### config.mk
export PLATFORM = sky130hd
export DESIGN_NAME = control_unit
export DESIGN_NICKNAME = d
export VERILOG_FILES = /design/src/rtl/control_unit.sv
export SDC_FILE = /design/constraint.sdc
export NUM_CORES = 1
export LEC_CHECK = 0
export ABC_AREA = 0
export CAP_MARGIN = 20
export CORE_AREA = 2 2 39 41
export CTS_BUF_LIST = sky130_fd_sc_hd__clkbuf_2
export CTS_CLUSTER_DIAMETER = 80
export DETAILED_ROUTE_END_ITERATION = 8
export DIE_AREA = 0 0 41 43
export GPL_TIMING_DRIVEN = 0
export MAX_ROUTING_LAYER = met4
export PLACE_DENSITY_LB_ADDON = 0.1
export SYNTH_ARGS = -nofsm -noshare
export SYNTH_HDL_FRONTEND = slang
export SYNTH_SLANG_ARGS = --single-unit
### constraint.sdc
create_clock -name clk -period 0.8 [get_ports clk]
set_input_delay 0.08 -clock clk [delete_from_list [all_inputs] [get_ports clk]]
set_output_delay 0.08 -clock clk [all_outputs]
set_load 0.05 [all_outputs]
### src/rtl/control_unit.sv
// RV32I main decoder plus ALU decoder for load, store, OP-IMM and OP instructions.
// All control strobes are registered, giving one cycle from field inputs to outputs.

package rv32i_pkg;
  typedef logic [6:0] instr_type_t;
  typedef logic [2:0] func_code_t;

  typedef enum logic [3:0] {
    ALU_ADD  = 4'd0,
    ALU_SUB  = 4'd1,
    ALU_SLL  = 4'd2,
    ALU_SLT  = 4'd3,
    ALU_SLTU = 4'd4,
    ALU_XOR  = 4'd5,
    ALU_SRL  = 4'd6,
    ALU_SRA  = 4'd7,
    ALU_OR   = 4'd8,
    ALU_AND  = 4'd9
  } alu_op_t;

  localparam instr_type_t OPC_LOAD   = 7'd3;
  localparam instr_type_t OPC_OP_IMM = 7'd19;
  localparam instr_type_t OPC_STORE  = 7'd35;
  localparam instr_type_t OPC_OP     = 7'd51;
endpackage

module control_unit
  import rv32i_pkg::*;
(
  input  logic        clk,
  input  logic        rst,
  input  instr_type_t instr_type,
  input  func_code_t  func_code,
  input  logic        funct7b5,
  output logic        resultsrc,
  output logic        memwrite,
  output logic        alusrc,
  output logic        immsrc,
  output logic        regwrite,
  output alu_op_t     alu_ctrl,
  output logic        illegal
);

  logic    resultsrc_d;
  logic    memwrite_d;
  logic    alusrc_d;
  logic    immsrc_d;
  logic    regwrite_d;
  alu_op_t alu_ctrl_d;
  logic    illegal_d;
  alu_op_t alu_funct3;

  // Shared funct3 map; the only funct7b5-dependent entry common to both
  // ALU classes is the arithmetic/logical right shift.
  always_comb begin
    alu_funct3 = ALU_ADD;
    case (func_code)
      3'd0: alu_funct3 = ALU_ADD;
      3'd1: alu_funct3 = ALU_SLL;
      3'd2: alu_funct3 = ALU_SLT;
      3'd3: alu_funct3 = ALU_SLTU;
      3'd4: alu_funct3 = ALU_XOR;
      3'd5: alu_funct3 = funct7b5 ? ALU_SRA : ALU_SRL;
      3'd6: alu_funct3 = ALU_OR;
      3'd7: alu_funct3 = ALU_AND;
      default: alu_funct3 = ALU_ADD;
    endcase
  end

  always_comb begin
    resultsrc_d = 1'b0;
    memwrite_d  = 1'b0;
    alusrc_d    = 1'b0;
    immsrc_d    = 1'b0;
    regwrite_d  = 1'b0;
    alu_ctrl_d  = ALU_ADD;
    illegal_d   = 1'b0;
    case (instr_type)
      OPC_LOAD: begin
        resultsrc_d = 1'b1;
        alusrc_d    = 1'b1;
        regwrite_d  = 1'b1;
      end
      OPC_STORE: begin
        memwrite_d = 1'b1;
        alusrc_d   = 1'b1;
        immsrc_d   = 1'b1;
      end
      OPC_OP_IMM: begin
        alusrc_d   = 1'b1;
        regwrite_d = 1'b1;
        alu_ctrl_d = alu_funct3;
      end
      OPC_OP: begin
        // funct7b5 is only meaningful for SUB and SRA; anything else is rejected
        // as a no-write decode.
        if (funct7b5 && (func_code != 3'd0) && (func_code != 3'd5)) begin
          illegal_d = 1'b1;
        end else begin
          regwrite_d = 1'b1;
          alu_ctrl_d = (func_code == 3'd0 && funct7b5) ? ALU_SUB : alu_funct3;
        end
      end
      default: illegal_d = 1'b1;
    endcase
  end

  always_ff @(posedge clk or posedge rst) begin
    if (rst) begin
      resultsrc <= 1'b0;
      memwrite  <= 1'b0;
      alusrc    <= 1'b0;
      immsrc    <= 1'b0;
      regwrite  <= 1'b0;
      alu_ctrl  <= ALU_ADD;
      illegal   <= 1'b0;
    end else begin
      resultsrc <= resultsrc_d;
      memwrite  <= memwrite_d;
      alusrc    <= alusrc_d;
      immsrc    <= immsrc_d;
      regwrite  <= regwrite_d;
      alu_ctrl  <= alu_ctrl_d;
      illegal   <= illegal_d;
    end
  end

endmodule

==> flow_metrics.env <==
export IMPL_yosysUniqueCellTypes=21
export IMPL_dp_cells=78
export IMPL_clk_path_buf_depth=2
export IMPL_synth_top_family_by_area="simple AND/OR/NAND/NOR gates"
export IMPL_via_per_inst=4.71
export IMPL_finalMaxSlewViolations=0
export IMPL_outcome="complete, but fails checks"
export IMPL_root_buffer="clkbuf_2"
export IMPL_hold_violations=0
export IMPL_die_w_um=41
export IMPL_slew_headroom_pct=80.2
export IMPL_boundaryPins=23
export IMPL_dieArea_mm2=0.00176
export IMPL_cts_tree="yes"
export IMPL_end_kind="primary output"
export IMPL_p_per_area_mw_per_mm2=1220
export IMPL_numClockSinks=9
export IMPL_synth_top_area_share_pct=52.5
export IMPL_die_h_um=43
export IMPL_ant_nets=0
export IMPL_ir_worst_vdd_mv=0.418
export IMPL_fin_ws_ns=-0.165
export IMPL_area_growth_pct=70.8
export IMPL_final_setup_tns_ns=-0.595
export IMPL_synth_compound_area_share_pct=18.1
export IMPL_grt_first_pass_wirelength_um=1290
export IMPL_fmax_mhz=1040
export IMPL_start_kind="flop"
export IMPL_routed_via_count=396
export IMPL_yosys_warnings=0
export IMPL_overflow=0
export IMPL_crit_required_ns=0.72
export IMPL_synth_nets=53
export IMPL_post_place_ws_ns=-0.596
export IMPL_grt_start_max_net_pins=10
export IMPL_portBuffers=22
export IMPL_rsz0062_at_grt="true"
export IMPL_drc=0
export IMPL_p_total_mw=0.894
export IMPL_hold_class="in2async"
export IMPL_initial_core_util_pct=31.0
export IMPL_layout_common_cells="10 x buf_6, 8 x dfrtp_1, 7 x clkbuf_2"
export IMPL_synth_area_leaders="dfrtp_1 52%, nor4b_4 5.5%, a21oi_1 4.7%, a2111oi_2 3.5%, inv_1 3.5%"
export IMPL_holdWs_ns=0.0830
export IMPL_antenna_found_initial=0
export IMPL_finalWeightedCongestion=0.666
export IMPL_grtUsageTotal_pct=11.6
export IMPL_filler_cell_count=141
export IMPL_seq_area_um2=226
export IMPL_coreArea_mm2=0.00138
export IMPL_synth_mux_area_share_pct=0
export IMPL_violations="setup timing"
export IMPL_cp_max_fo=2
export IMPL_drt_iter0_drc=8
export IMPL_ys_seq_area_share_pct=52.5
export IMPL_syn_instance_count=40
export IMPL_diodes=0
export IMPL_clkTransAtPathRegs_ns=0.08
export IMPL_wl_per_cell_um=9.71
export IMPL_first_global_vias=335
export IMPL_drt_first_pass_iters=4
export IMPL_criticalPathCategory="reg2out"
export IMPL_final_period_utilization_pct=121
export IMPL_syn_cell_area_um2=429
export IMPL_synth_seq_cells=9
export IMPL_cap_violations=0
export IMPL_cts_hold_buf=0
export IMPL_synthAdderAreaFrac_pct=0
export IMPL_syn_area_per_cell_um2=10.7
export IMPL_final_setup_viol_count=10
export IMPL_synthXorXnorAreaFrac_pct=0
export IMPL_htreeDepth=1
export IMPL_p_leak_nw=0.340
export IMPL_period_minus_slack_ns=0.965
export IMPL_drt_wl_total_um=816
export IMPL_cp_data_arrival_time_ns=0.88
export IMPL_numCtsBuffers=3
export IMPL_synth_simple_area_share_pct=24.2
export IMPL_stdcell_count=84
export IMPL_tightest_slew_ns=0.296
export IMPL_yosysTopAreaCell="dfrtp_1"
export IMPL_row_count=14
export IMPL_final_common_cell="buf_6"
export IMPL_layout_drive_gt1_share_pct=54.4
export IMPL_fin_nets=82
export IMPL_multi_input_area_um2=235
[through the flow]
step / instance area (um^2) / util, %
finish: 733 / 53.0
global route: 733 / 53.0
CTS: 726 / 52.4
detailed placement: 674 / 48.7
global placement: 674 / 48.7
floorplan: 434 / -
[Yosys cell counts, drive strengths merged]
library cell,count
a21oi,4
nor4b,1
a21o,1
nand3,2
inv,4
nor3,2
nand4,2
o2bb2ai,1
nand2,2
nand2b,1
nor2,2
and3,1
nor2b,1
dfrtp,9
a31oi,1
buf,1
or2b,1
o211ai,2
a2111oi,1
o21ai,1
[final cells by class]
type,instances,share of cell area (%)
buffer,1,1.54
clock buffer,4,2.73
inverter,4,2.05
multi-input combinational,26,32.1
sequential,9,30.9
tap,16,2.73
timing repair buffer,24,28.0
[how the worst max path moves through the flow]
| stage | start | end | slack (ns) |
|---|---|---|---|
| 2_1_floorplan | instr_type[3] | alu_ctrl[0] | -0.01 |
| 3_3_place_gp | func_code[1] | alu_ctrl[0] | -0.59 |
| 3_5_place_dp | func_code[2] | alu_ctrl[0] | -0.60 |
| 4_1_cts | immsrc | memwrite | -0.19 |
| 5_1_grt | immsrc | memwrite | -0.22 |
| 6_report | immsrc | memwrite | -0.16 |
[where the power goes]
group | total [mW] | switching [mW] | internal [mW] | leakage (nW)
logic | 0.167 | 0.0985 | 0.0686 | 0.205
clock network | 0.268 | 0.135 | 0.133 | 0.0166
registers | 0.459 | 0.00153 | 0.458 | 0.119
[per-layer routing]
layer	global-route usage, %	share of wire [%]
met4	14.0	0
met2	16.3	51
met1	13.0	40
met5	-	0
met3	0	8.7
[timing repair]
action,4_1_cts,5_1_grt
endpoints found under the setup margin,19,16
gates resized for setup,97,17
pin swaps,5,4
gates cloned,0,0
buffers inserted,2,0
[critical path, stage by stage, from the launching register on]
cell and delay (ns):
dfrtp_2 0.41, buf_6 0.11, buf_8 0.14
[logic make-up (layout without fill, tap and decap cells)]
| kind of cell | Yosys count | after routing |
|---|---|---|
| and+or+nand+nor | 15 | 15 |
| buffers and inverters | 5 | 33 |
| DFF | 9 | 9 |
| AOI/OAI and AO/OA | 11 | 11 |
[sequential cells by signal (all words and copies together) (netlist names)]
register,cells
immsrc,1
regwrite,1
alu_ctrl,4
alusrc,1
illegal,1
resultsrc,1
Note: power is estimated with default switching activity, not from simulation.
